File: config.mk
export PLATFORM = sky130hd
export DESIGN_NAME = control_seq
export DESIGN_NICKNAME = d
export VERILOG_FILES = /design/src/rtl/control_seq.sv
export SDC_FILE = /design/constraint.sdc
export NUM_CORES = 1
export LEC_CHECK = 0
export CORE_MARGIN = 3
export CORE_UTILIZATION = 55
export CTS_CLUSTER_DIAMETER = 60
export DETAILED_ROUTE_END_ITERATION = 12
export PLACE_DENSITY = 0.8
export SLEW_MARGIN = 30
export SYNTH_ARGS = -nofsm -noshare
export SYNTH_HDL_FRONTEND = slang
export SYNTH_SLANG_ARGS = --single-unit
File: constraint.sdc
create_clock -name CLK -period 4.2 [get_ports CLK]
set_clock_uncertainty 0.2 [all_clocks]
set_input_delay 1.26 -clock CLK [delete_from_list [all_inputs] [get_ports CLK]]
set_output_delay 1.26 -clock CLK [all_outputs]
set_load 0.02 [all_outputs]
File: src/rtl/control_seq.sv
// Multi-cycle CPU control sequencer: FETCH/EXEC with memory and ALU wait states,
// a hardware call stack for CALL/RET, and a HALT state.
module control_seq #(
    parameter int                DATA_W      = 16,
    parameter int                ADDR_W      = 16,
    parameter int                STACK_DEPTH = 8,
    parameter logic [ADDR_W-1:0] RESET_PC    = '0
) (
    input  logic                 CLK,
    input  logic                 RST,
    input  logic [16+DATA_W-1:0] insn,
    input  logic                 insn_valid,
    output logic [ADDR_W-1:0]    pc,
    output logic [2:0]           operand1,
    output logic [2:0]           operand2,
    output logic [2:0]           results,
    output logic [6:0]           alu_op,
    output logic [3:0]           alu_params,
    output logic                 alu_imm,
    output logic                 alu_start,
    input  logic                 alu_busy,
    input  logic [5:0]           alu_status,
    output logic [DATA_W-1:0]    imm,
    input  logic [ADDR_W-1:0]    hreg,
    output logic [ADDR_W-1:0]    mem_addr,
    output logic                 mem_rom,
    output logic                 mem_read,
    output logic                 mem_write,
    input  logic                 mem_ack,
    output logic                 stack_err,
    output logic                 halted
);
    localparam int SP_W  = $clog2(STACK_DEPTH + 1);
    localparam int IDX_W = (STACK_DEPTH > 1) ? $clog2(STACK_DEPTH) : 1;

    localparam logic [4:0] OPC_LDR  = 5'h01;
    localparam logic [4:0] OPC_STR  = 5'h02;
    localparam logic [4:0] OPC_LPT  = 5'h03;
    localparam logic [4:0] OPC_SPT  = 5'h04;
    localparam logic [4:0] OPC_CMP  = 5'h05;
    localparam logic [4:0] OPC_ADD  = 5'h06;
    localparam logic [4:0] OPC_SUB  = 5'h07;
    localparam logic [4:0] OPC_MUL  = 5'h08;
    localparam logic [4:0] OPC_DIV  = 5'h09;
    localparam logic [4:0] OPC_MOD  = 5'h0A;
    localparam logic [4:0] OPC_AND  = 5'h0B;
    localparam logic [4:0] OPC_OR   = 5'h0C;
    localparam logic [4:0] OPC_XOR  = 5'h0D;
    localparam logic [4:0] OPC_NOT  = 5'h0E;
    localparam logic [4:0] OPC_LSL  = 5'h0F;
    localparam logic [4:0] OPC_LSR  = 5'h10;
    localparam logic [4:0] OPC_JMP  = 5'h14;
    localparam logic [4:0] OPC_CALL = 5'h15;
    localparam logic [4:0] OPC_RET  = 5'h16;
    localparam logic [4:0] OPC_JOC  = 5'h17;
    localparam logic [4:0] OPC_HLT  = 5'h1F;

    typedef enum logic [2:0] {S_FETCH, S_EXEC, S_MEMWAIT, S_ALUWAIT, S_HALT} state_t;

    state_t            state_q, state_d;
    logic [ADDR_W-1:0] pc_q, pc_d;
    logic [SP_W-1:0]   sp_q, sp_d;
    logic [4:0]        opc_q, opc_d;
    logic              rom_q, rom_d;
    logic [2:0]        op1_q, op1_d, op2_q, op2_d, res_q, res_d;
    logic [DATA_W-1:0] imm_q, imm_d;
    logic [6:0]        alu_op_q, alu_op_d;
    logic [3:0]        alu_params_q, alu_params_d;
    logic              alu_imm_q, alu_imm_d;
    logic              alu_start_q, alu_start_d;
    logic [ADDR_W-1:0] mem_addr_q, mem_addr_d;
    logic              mem_rom_q, mem_rom_d;
    logic              mem_read_q, mem_read_d;
    logic              mem_write_q, mem_write_d;
    logic              stack_err_q, stack_err_d;
    logic              halted_q, halted_d;

    logic [ADDR_W-1:0] stack_mem [STACK_DEPTH];
    logic              push_en;
    logic [IDX_W-1:0]  push_idx, pop_idx;
    logic [ADDR_W-1:0] pc_inc, w2_addr;

    logic [4:0]        in_opc;
    logic [DATA_W-1:0] in_w2;
    logic              dec_alu, dec_aimm;
    logic [6:0]        dec_op;
    logic [3:0]        dec_par;

    assign in_opc   = insn[6:2];
    assign in_w2    = insn[16+DATA_W-1:16];
    assign pc_inc   = pc_q + 1'b1;
    assign w2_addr  = ADDR_W'(imm_q);
    assign push_idx = IDX_W'(sp_q);
    assign pop_idx  = IDX_W'(sp_q - 1'b1);

    // ALU issue fields are decoded straight from insn so they are valid during EXEC.
    always_comb begin
        dec_alu  = 1'b1;
        dec_op   = '0;
        dec_par  = '0;
        dec_aimm = insn[1];
        case (in_opc)
            OPC_CMP: dec_op = 7'b1000010;
            OPC_ADD: dec_op = 7'b1000001;
            OPC_SUB: begin dec_op = 7'b1000001; dec_par = 4'd1; end
            OPC_MUL: dec_op = 7'b1100000;
            OPC_DIV: dec_op = 7'b1100001;
            OPC_MOD: begin dec_op = 7'b1100001; dec_par = 4'd1; end
            OPC_AND: dec_op = 7'b0010000;
            OPC_OR:  begin dec_op = 7'b0010000; dec_par = 4'd1; end
            OPC_XOR: begin dec_op = 7'b0010000; dec_par = 4'd2; end
            OPC_NOT: begin dec_op = 7'b0010000; dec_par = 4'd3; dec_aimm = 1'b0; end
            OPC_LSL: begin dec_op = 7'b0001000; dec_par = in_w2[3:0]; dec_aimm = 1'b1; end
            OPC_LSR: begin dec_op = 7'b0000100; dec_par = in_w2[3:0]; dec_aimm = 1'b1; end
            default: begin dec_alu = 1'b0; dec_aimm = 1'b0; end
        endcase
    end

    always_comb begin
        state_d      = state_q;
        pc_d         = pc_q;
        sp_d         = sp_q;
        opc_d        = opc_q;
        rom_d        = rom_q;
        op1_d        = op1_q;
        op2_d        = op2_q;
        res_d        = res_q;
        imm_d        = imm_q;
        alu_op_d     = alu_op_q;
        alu_params_d = alu_params_q;
        alu_imm_d    = alu_imm_q;
        alu_start_d  = 1'b0;
        mem_addr_d   = mem_addr_q;
        mem_rom_d    = mem_rom_q;
        mem_read_d   = mem_read_q;
        mem_write_d  = mem_write_q;
        stack_err_d  = stack_err_q;
        halted_d     = halted_q;
        push_en      = 1'b0;

        case (state_q)
            S_FETCH: begin
                if (insn_valid) begin
                    state_d      = S_EXEC;
                    opc_d        = in_opc;
                    rom_d        = insn[0];
                    op1_d        = insn[9:7];
                    op2_d        = insn[12:10];
                    res_d        = insn[15:13];
                    imm_d        = in_w2;
                    alu_op_d     = dec_op;
                    alu_params_d = dec_par;
                    alu_imm_d    = dec_aimm;
                    alu_start_d  = dec_alu;
                end
            end
            S_EXEC: begin
                state_d = S_FETCH;
                pc_d    = pc_inc;
                case (opc_q)
                    OPC_LDR, OPC_STR, OPC_LPT, OPC_SPT: begin
                        state_d     = S_MEMWAIT;
                        pc_d        = pc_q;
                        mem_addr_d  = (opc_q == OPC_LPT || opc_q == OPC_SPT) ? hreg : w2_addr;
                        mem_rom_d   = rom_q;
                        mem_read_d  = (opc_q == OPC_LDR || opc_q == OPC_LPT);
                        mem_write_d = (opc_q == OPC_STR || opc_q == OPC_SPT);
                    end
                    OPC_DIV, OPC_MOD: begin
                        state_d = S_ALUWAIT;
                        pc_d    = pc_q;
                    end
                    OPC_JMP: pc_d = w2_addr;
                    // The condition mask occupies the op1/op2 fields of the instruction.
                    OPC_JOC: if (|({op2_q, op1_q} & alu_status)) pc_d = w2_addr;
                    OPC_CALL: begin
                        if (sp_q == SP_W'(STACK_DEPTH)) begin
                            stack_err_d = 1'b1;
                        end else begin
                            push_en = 1'b1;
                            sp_d    = sp_q + 1'b1;
                            pc_d    = w2_addr;
                        end
                    end
                    OPC_RET: begin
                        if (sp_q == '0) begin
                            stack_err_d = 1'b1;
                        end else begin
                            sp_d = sp_q - 1'b1;
                            pc_d = stack_mem[pop_idx];
                        end
                    end
                    OPC_HLT: begin
                        state_d  = S_HALT;
                        halted_d = 1'b1;
                        pc_d     = pc_q;
                    end
                    default: ;
                endcase
            end
            S_MEMWAIT: begin
                if (mem_ack) begin
                    mem_read_d  = 1'b0;
                    mem_write_d = 1'b0;
                    pc_d        = pc_inc;
                    state_d     = S_FETCH;
                end
            end
            S_ALUWAIT: begin
                if (!alu_busy) begin
                    pc_d    = pc_inc;
                    state_d = S_FETCH;
                end
            end
            default: ;
        endcase
    end

    always_ff @(posedge CLK) begin
        if (push_en) stack_mem[push_idx] <= pc_inc;
    end

    always_ff @(posedge CLK) begin
        if (RST) begin
            state_q      <= S_FETCH;
            pc_q         <= RESET_PC;
            sp_q         <= '0;
            opc_q        <= '0;
            rom_q        <= 1'b0;
            op1_q        <= '0;
            op2_q        <= '0;
            res_q        <= '0;
            imm_q        <= '0;
            alu_op_q     <= '0;
            alu_params_q <= '0;
            alu_imm_q    <= 1'b0;
            alu_start_q  <= 1'b0;
            mem_addr_q   <= '0;
            mem_rom_q    <= 1'b0;
            mem_read_q   <= 1'b0;
            mem_write_q  <= 1'b0;
            stack_err_q  <= 1'b0;
            halted_q     <= 1'b0;
        end else begin
            state_q      <= state_d;
            pc_q         <= pc_d;
            sp_q         <= sp_d;
            opc_q        <= opc_d;
            rom_q        <= rom_d;
            op1_q        <= op1_d;
            op2_q        <= op2_d;
            res_q        <= res_d;
            imm_q        <= imm_d;
            alu_op_q     <= alu_op_d;
            alu_params_q <= alu_params_d;
            alu_imm_q    <= alu_imm_d;
            alu_start_q  <= alu_start_d;
            mem_addr_q   <= mem_addr_d;
            mem_rom_q    <= mem_rom_d;
            mem_read_q   <= mem_read_d;
            mem_write_q  <= mem_write_d;
            stack_err_q  <= stack_err_d;
            halted_q     <= halted_d;
        end
    end

    assign pc         = pc_q;
    assign operand1   = op1_q;
    assign operand2   = op2_q;
    assign results    = res_q;
    assign alu_op     = alu_op_q;
    assign alu_params = alu_params_q;
    assign alu_imm    = alu_imm_q;
    assign alu_start  = alu_start_q;
    assign imm        = imm_q;
    assign mem_addr   = mem_addr_q;
    assign mem_rom    = mem_rom_q;
    assign mem_read   = mem_read_q;
    assign mem_write  = mem_write_q;
    assign stack_err  = stack_err_q;
    assign halted     = halted_q;
endmodule

## Yosys cells after proc, flatten, opt, wreduce, memory -nomap -nowiden

Memories as Yosys holds them, arrays and structs flattened.
Index checks and enable logic that the tools add are counted.

| operators by class | value |
|---|---|
| $add $sub $neg | 3 |
| equal/unequal tests | 36 |
| mux-type cells | 33 |
| bitwise gates (word level) | 3 |
| reduce and logical (&&, ||, !) cells | 29 |

Operator list:

| cell | number |
|---|---|
| 16-bit 2-to-1 mux | 6 |
| 16-bit case mux with 5 select lines | 1 |
| 5-bit by 4-bit equality test with 1-bit output, second input constant | 10 |
| 7-bit case mux with 7 select lines | 1 |
| 16-bit case mux with 3 select lines | 1 |
| 5-bit equality test, second input constant | 6 |
| 5-bit by 3-bit equality test with 1-bit output, second input constant | 4 |
| 16-bit by 1-bit adder with 16-bit output, second input constant | 1 |
| 2-bit != test, second input constant | 8 |
| 4-bit case mux with 4 select lines | 1 |
| 4-bit AND reduction | 4 |
| 3-bit case mux with 4 select lines | 1 |
| 12-bit OR reduction | 1 |
| 1-bit 2-to-1 mux | 11 |
| 5-bit by 2-bit equality test with 1-bit output, second input constant | 2 |
| 3-bit 2-to-1 mux | 3 |
| 3-bit case mux with 3 select lines | 1 |
| 9-bit OR reduction | 1 |
| 4-bit 2-to-1 mux | 2 |
| 1-bit case mux with 2 select lines | 4 |
| 4-bit case mux with 2 select lines | 1 |
| 2-bit OR reduction | 4 |
| 4-bit OR reduction | 2 |
| 7-bit OR reduction | 1 |
| 19 further kinds | 27 |

| storage, ports and cells | value |
|---|---|
| register bits after elaboration | 88 |
| RAM bits | 128 |
| input port bits | 59 |
| logic and storage cells | 124 |
| memories kept | 1 |

Memory list:

| name | words | bits a word | rd ports | clocked after Yosys merged registers in | write ports | line | text |
|---|---|---|---|---|---|---|---|
| stack_mem | 8 | 16 | 1 | 0 | 1 | 78 | `logic [ADDR_W-1:0] stack_mem [STACK_DEPTH];` |

## Logic depth before layout (Yosys ltp)

Gate-level depths: netlist of the first run.

| depth | value |
|---|---|
| word-level depth | 6 |
| mapped depth | 11 |
| gate-level depth less buffers | 7 |

## Worst setup path before layout of the first run

No wires, ideal clock.

| path | value |
|---|---|
| kind | reg2reg |
| start | reg sp_q[0] |
| end | mem stack_mem[1][0], enable pin |
| arrival time | 2.684 ns |
| data required time | 3.591 ns |
| setup slack | 0.907 ns |
| cell stages (with the launch flop) | 9 |
| path buffers | 2 |
| period minus slack after synthesis | 3.293 ns |
| cell sequence | dfxtp_1 buf_6 buf_2 inv_1 ha_1 and3b_1 nor2_1 nand3_1 nor3_1 |

| between the ends | value |
|---|---|
| word-level cells in the longest chain between the ends | 6 |

RTL lines:

| what | line | text |
|---|---|---|
| start: declaration | 62 | `logic [SP_W-1:0] sp_q, sp_d;` |
| start signal: assignment | 247 | `sp_q <= sp_d;` |
| 4-bit equality test | 177 | `if (sp_q == SP_W'(STACK_DEPTH)) begin` |
| 1-bit 2-to-1 mux | 177 |  |
| 1-bit 2-to-1 mux | 160 | `case (opc_q)` |
| 1-bit 2-to-1 mux | 141 | `case (state_q)` |
| 1-bit 2-to-1 mux | 220 | `if (push_en) stack_mem[push_idx] <= pc_inc;` |
| 1-bit 2-to-1 mux (not written as such) | 220 |  |
| end: declaration | 78 |  |

Parallel ways exist; a longest one is shown, timed or not.

## Worst setup path after layout of the first run

| path | value |
|---|---|
| start | in alu_status[2] |
| end | reg pc_q[1] (netlist: pc[1]) |

| between the ends | value |
|---|---|
| word-level cells in the longest chain between the ends | 5 |

RTL lines:

| what | line | text |
|---|---|---|
| start: declaration | 22 | `input logic [5:0] alu_status,` |
| 6-bit AND | 175 | `OPC_JOC: if (\|({op2_q, op1_q} & alu_status)) pc_d = w2_addr;` |
| 6-bit OR reduction | 175 |  |
| 16-bit 2-to-1 mux | 175 |  |
| 16-bit case mux with 5 select lines | 160 |  |
| 16-bit case mux with 3 select lines | 141 |  |
| end signal: assignment | 246 | `pc_q <= pc_d;` |
| end: declaration | 61 | `logic [ADDR_W-1:0] pc_q, pc_d;` |

No other way between the ends.
A chain may end at the register's enable or synchronous reset.

==> out/metrics.yaml, run 1 <==
power:
  total_power_mw: 4.753
  pwr_density_cell_nw_per_um2: 402.3
  p_leak_nw: 3.797
  ir_drop_mv: 0.2692
finish:
  drive_gt1_frac: 0.1258
  multi_input_area_um2: 3676
  n_antenna_cell: 0
  fin_cells: 1142
  nets: 969
  final-seq-area_um2: 5607
  synthToLayoutAreaGrowth_pct: 22.73
  finalInstanceArea_um2: 11810
  fillerInstances: 1180
sta:
  final_hold_viol_count: 0
  finalMaxSlewViolations: 0
  fin_setup_tns_ns: 0
  slew_headroom: 0.3519
  setup_slack_ns: 0.9940
  worst_slew_pin_slew_ns: 0.9713
  rsz0062_at_grt: "false"
  finalWorstPathRequiredPeriod_ns: 3.206
  finalSetupViolCount: 0
  fmax_mhz: 311.9
  layout_worst_path_cycle_share: 0.7633
clocking:
  ctsHoldBuffers: 0
  clkTransAtPathRegs_ns: 0.06
  cts_htree_levels: 1
  cts_root_buf: "clkbuf_16"
  cts_resized: 0
  clock_latency_ns: 0.50
  numCtsBuffers: 22
  cts_tree: "done"
  clock_path_buffers: 3
  clkSinkCount: 216
  post_cts_buffers: 0
placement:
  gp_congestion: 0.8495
  io_buffers: 133
  dp_hpwl_mm: 16.04
  place_ws_ns: 0.5743
  dp_cells: 1102
  placed_cell_area_um2: 11120
routing:
  num_vias: 6995
  drc_errors: 0
  routed_wire_length_per_instance_um: 20.88
  final_antenna_net_count: 0
  drt-initial-drc-count: 689
  firstDrtPassIters: 5
  routed_wl_mm: 23.84
  via_per_inst: 6.125
critical_path:
  required_ns: 4.40
  cp-end-kind: "flop"
  critPathLaunchType: "input port"
  crit_path_max_fanout: 20
  arrival_ns: 3.41
  crit_type: "in -> reg"
grt:
  grt_overflow: 0
  grt_max_degree: 64
  antenna_found_initial: 0
  grt_pass1_wl_mm: 38.03
  grtUsageTotal: 0.2450
  grt_pass1_vias: 6780
synth:
  ys_warn_count: 0
  yosysSeqAreaShare: 0.5823
  avgSynthCellArea_um2: 12.25
  synth_cell_type_count: 72
  async_reset_ff_frac: 0
  syn_area_um2: 9625
  synth_edf_count: 128
  synth-main-ff-cell: "edfxtp_1"
  synth_cells: 786
  ys_seq_elements: 216
  syn_nets: 849
floorplanning:
  chipHeight_um: 138.3
  num_io_pins: 134
  start_util: 0.5703
  die_w_um: 138.3
  rows: 47
  core_region_area_um2: 16880
  die-area_um2: 19120
worst_hold_path:
  hold_path_class: "reg -> reg"
flow_run:
  cap_viol_max_count: 0
run_status:
  status: "finished clean"
## cell usage in the layout, fill, tap and decap left out, types with 7 or more instances in the layout
master,instances
nor3_1,20
mux2i_1,26
nand2_1,93
a211oi_1,25
mux4_1,11
mux2_2,9
clkbuf_16,22
a211oi_2,10
clkdlybuf4s50_1,132
xnor2_1,11
mux4_2,21
o211ai_1,7
edfxtp_1,128
nor2_1,50
a21oi_1,63
dfxtp_1,87
o21ai_0,13
nand3_1,15
buf_4,19
xor2_1,7
inv_1,18
## cells in the mapped netlist (2+ instances only)
master	count	area, um^2
a211oi_1	25	187.7
a211oi_2	10	125.1
a21oi_1	63	315.3
a21oi_4	2	32.53
a222oi_1	6	60.06
a22oi_1	6	45.04
a311oi_1	3	26.28
a31oi_1	4	25.02
a32oi_1	2	17.52
a41oi_1	3	26.28
and3_1	5	31.28
and3b_1	2	17.52
buf_2	14	70.07
buf_4	6	45.04
buf_6	4	45.04
clkbuf_1	27	101.4
clkbuf_2	4	20.02
dfxtp_1	88	1762
edfxtp_1	128	3844
ha_1	4	50.05
inv_1	18	67.56
mux2_2	9	101.4
mux2i_1	26	260.3
mux4_1	11	289.0
mux4_2	21	473.0
nand2_1	93	349.1
nand2b_1	5	31.28
nand3_1	15	75.07
nand3b_1	3	22.52
nand4_1	6	37.54
nor2_1	50	187.7
nor2_2	2	12.51
nor2b_1	6	37.54
nor3_1	24	120.1
nor4_1	2	12.51
o2111ai_1	4	35.03
o211ai_1	7	52.55
o21a_1	3	22.52
o21ai_0	13	65.06
o21bai_1	2	15.01
o221ai_1	3	26.28
or2_2	5	31.28
or3_1	6	37.54
xnor2_1	11	96.34
xor2_1	8	70.07
## area by class of cell
type                       count  area share
clock buffer                  27     0.04988
clock inverter                13    0.009002
inverter                      19    0.006037
multi-input combinational    494      0.3112
sequential                   216      0.4746
tap                          220     0.02330
timing repair buffer         153      0.1260
## flip-flops by register name (all words and copies together) (netlist names), 3 cells and up
register / cells
alu_op: 7
results: 3
opc_q: 5
sp_q: 4
operand1: 3
pc: 16
mem_addr: 16
state_q: 3
stack_mem: 128
imm: 16
alu_params: 4
operand2: 3
## kinds of logic (layout without fill, tap and decap cells)
logic type,Yosys count,count (layout),share of synthesized area
simple gates,236,236,0.1165
xor+xnor,19,19,0.01729
compound gates,168,168,0.1234
fa+ha+maj,4,4,0.005200
flops,216,216,0.5823
buf+inv,76,212,0.03860
mux,67,67,0.1167
## worst max-delay path, cell delays in order
cell             delay (ns)
clkdlybuf4s50_1        0.40
a22oi_1                0.29
and3_1                 0.20
a221o_1                0.67
a222oi_1               0.25
a211oi_1               0.32
## metrics by stage
stage | hold slack (ns) | utilization
5_1_grt | 0.2774 | 0.7000
3_5_place_dp | 0.2438 | 0.6588
2_1_floorplan | 0.2360 | -
3_3_place_gp | 0.2374 | 0.6588
6_report | 0.2524 | 0.7000
4_1_cts | 0.2529 | 0.7000
## metal layers
layer  up-vias  wire (um)  track usage
met5         -          0            0
met4         0        517      0.06760
met3        41       1462      0.03211
met2       298      12080       0.4119
met1      3439       9780       0.3390
li1       3217          -            -
## power breakdown
| part | switching, mW | total [mW] | internal [mW] |
|---|---|---|---|
| clock | 0.794 | 1.86 | 1.07 |
| combinational | 0.294 | 0.518 | 0.223 |
| sequential | 0.0657 | 2.37 | 2.31 |
| total | 1.15 | 4.75 | 3.60 |
## final timing paths
check | startpoint | end | slack, ns | cells after the start
worst max-delay path | alu_status[2] | pc[1] | 0.99 | 6
worst min register to register | halted | halted | 0.25 | 2
worst min-delay path | halted | halted | 0.25 | 2
worst max register to register | sp_q[1] | pc[4] | 1.09 | 8
Power figures use the tool's default switching activity.
==> run 2: changes to the inputs <==
clock period = 3.3 ns   (was 4.2 ns; I/O delays follow)
==> run 2 against run 1 <==
Net effect:
- count of clock-buffer cells in the layout increased by 6
- critical path type is now reg -> out
- hold slack got worse by 0.0025 ns
- critical endpoint is now pc[4]
- non-clock buffer count is 7 higher
- power grew 33%
- clock power rose by 41%
- sequential power up 27%
- worst setup slack worse by 0.63 ns
- flip-flop and latch count stayed put
- design area is 1.5% higher
- via count up 0.50%
- utilization increased by 1.0 points
==> out/metrics.yaml, run 2 (synthesized netlist as in run 1, its figures left out) <==
grt:
  grt_pass1_wl_mm: 38.60
  grt_max_degree: 60
  grt_pass1_vias: 6797
  grtUsageTotal: 0.2487
  grt_overflow: 0
  antenna_found_initial: 0
flow_run:
  cap_viol_max_count: 0
floorplanning:
  die_w_um: 138.3
  num_io_pins: 134
  chipHeight_um: 138.3
  rows: 47
  core_region_area_um2: 16880
  die-area_um2: 19120
  start_util: 0.5703
clocking:
  clock_path_buffers: 3
  clkTransAtPathRegs_ns: 0.06
  cts_htree_levels: 1
  clock_latency_ns: 0.51
  cts_resized: 0
  cts_root_buf: "clkbuf_16"
  numCtsBuffers: 22
  ctsHoldBuffers: 0
  cts_tree: "done"
  clkSinkCount: 216
  post_cts_buffers: 0
routing:
  wl_met3_mm: 1.775
  num_vias: 7030
  drt-initial-drc-count: 688
  drc_errors: 0
  routed_wl_mm: 24.56
  routed_wire_length_per_instance_um: 21.38
  final_antenna_net_count: 0
  met1_length_mm: 9.742
  firstDrtPassIters: 5
  highest_layer: "met4"
  wl_met2_mm: 12.40
  via_per_inst: 6.118
finish:
  finalInstanceArea_um2: 11990
  synthToLayoutAreaGrowth_pct: 24.52
  multi_input_area_um2: 3676
  final-seq-area_um2: 5607
  final_common_cell: "clkdlybuf4s50_1"
  postLayoutCoreUtil: 0.7101
  layout_common_cells: "132 x clkdlybuf4s50_1, 128 x edfxtp_1, 93 x nand2_1"
  largest_register: "stack_mem"
  nets: 976
  largest_reg_flops: 128
  fillerInstances: 1140
  n_antenna_cell: 0
  drive_gt1_frac: 0.1335
critical_path:
  reg2reg_depth: 7
  cp_slowest_cell: "clkdlybuf4s50_1"
  crit_end: "pc[4]"
  required_ns: 2.11
  crit_type: "reg -> out"
  arrival_ns: 1.74
  cp_num_buf_inv: 1
  cpLargestDelayFamily: "buffers and inverters"
  critPathLaunchType: "flop"
  crit_cells: 1
  crit_path_start: "pc[4]"
  path_cells: "clkdlybuf4s50_1"
  slowest_delay_ns: 0.68
  reg2reg_slack_ns: 0.63
  reg2reg_from: "sp_q[1]"
  reg2reg_to: "pc[10]"
  crit_path_max_fanout: 8
  cp-end-kind: "output port"
worst_hold_path:
  hold_path_class: "reg -> reg"
  hold_start: "alu_op[5]"
  min_path_cells: 2
sta:
  setup_slack_ns: 0.3669
  worst_slew_pin_slew_ns: 0.8092
  whs_ns: 0.2499
  final_hold_viol_count: 0
  rsz0062_at_grt: "false"
  slew_headroom: 0.4593
  finalMaxSlewViolations: 0
  fin_setup_tns_ns: 0
  layout_worst_path_cycle_share: 0.8888
  finalSetupViolCount: 0
  fmax_mhz: 340.9
  finalWorstPathRequiredPeriod_ns: 2.933
power:
  pwr_density_cell_nw_per_um2: 528.1
  intPower_mw: 4.839
  swShare: 0.2356
  p_leak_nw: 3.886
  combPwrFrac: 0.107
  seqPwrFrac: 0.478
  ir_drop_mv: 0.3501
  pwr-share-clk: 0.416
  p_switching_mw: 1.491
placement:
  gp_congestion: 0.8470
  io_buffers: 133
  place_ws_ns: 0.1654
  dp_hpwl_mm: 16.13
  placed_cell_area_um2: 11210
run_status:
  status: "finished clean"
run 2: cell types whose count changed in the layout (fill, tap and decap cells not counted):
cell	before	now
buf_12	1	4
clkbuf_8	2	6
clkinv_1	4	1
clkinv_2	5	2
clkinvlp_4	2	0
buf_4	19	23
bufinv_16	1	3
clkbuf_1	3	5
run 2: worst min-delay path by stage:
stage	endpoint	slack, ns
2_1_floorplan	rom_q	0.24
3_3_place_gp	halted	0.24
3_5_place_dp	halted	0.24
4_1_cts	alu_op[5]	0.25
5_1_grt	halted	0.28
6_report	alu_op[5]	0.25
run 2: power groups by stage:
stage | clock network [mW] | registers (mW) | logic [mW]
after CTS | 2.65 | 3.02 | 0.672
final | 2.63 | 3.02 | 0.675
after detailed placement | 0 | 3.08 | 0.664
after global routing | 2.77 | 3.03 | 0.727
after floorplan | 0 | 3.11 | 0.323
after global placement | 0 | 3.08 | 0.652
run 2: per-stage QoR:
step,total power [mW],cells
floorplan,3.438,786
global placement,3.728,1109
detailed placement,3.743,1109
CTS,6.343,1149
global route,6.527,1149
finish,6.330,1149
run 2: per-layer routing:
metal | vias up | track usage
li1 | 3215 | -
met1 | 3394 | 0.3360
met2 | 366 | 0.4232
met3 | 55 | 0.03522
met4 | 0 | 0.07280
met5 | - | 0
run 2: area by class of cell:
cell class	count	area share
Clock buffer	33	0.05439
Clock inverter	7	0.01044
Inverter	19	0.005951
Multi-Input combinational cell	494	0.3067
Sequential cell	216	0.4678
Tap cell	220	0.02297
Timing Repair Buffer	160	0.1317
==> run 3: changes to the inputs <==
CAP_MARGIN = 5   (was not set)
==> results of run 3 <==
No change in the layout: final DEF, timing and power equal those of run 2.
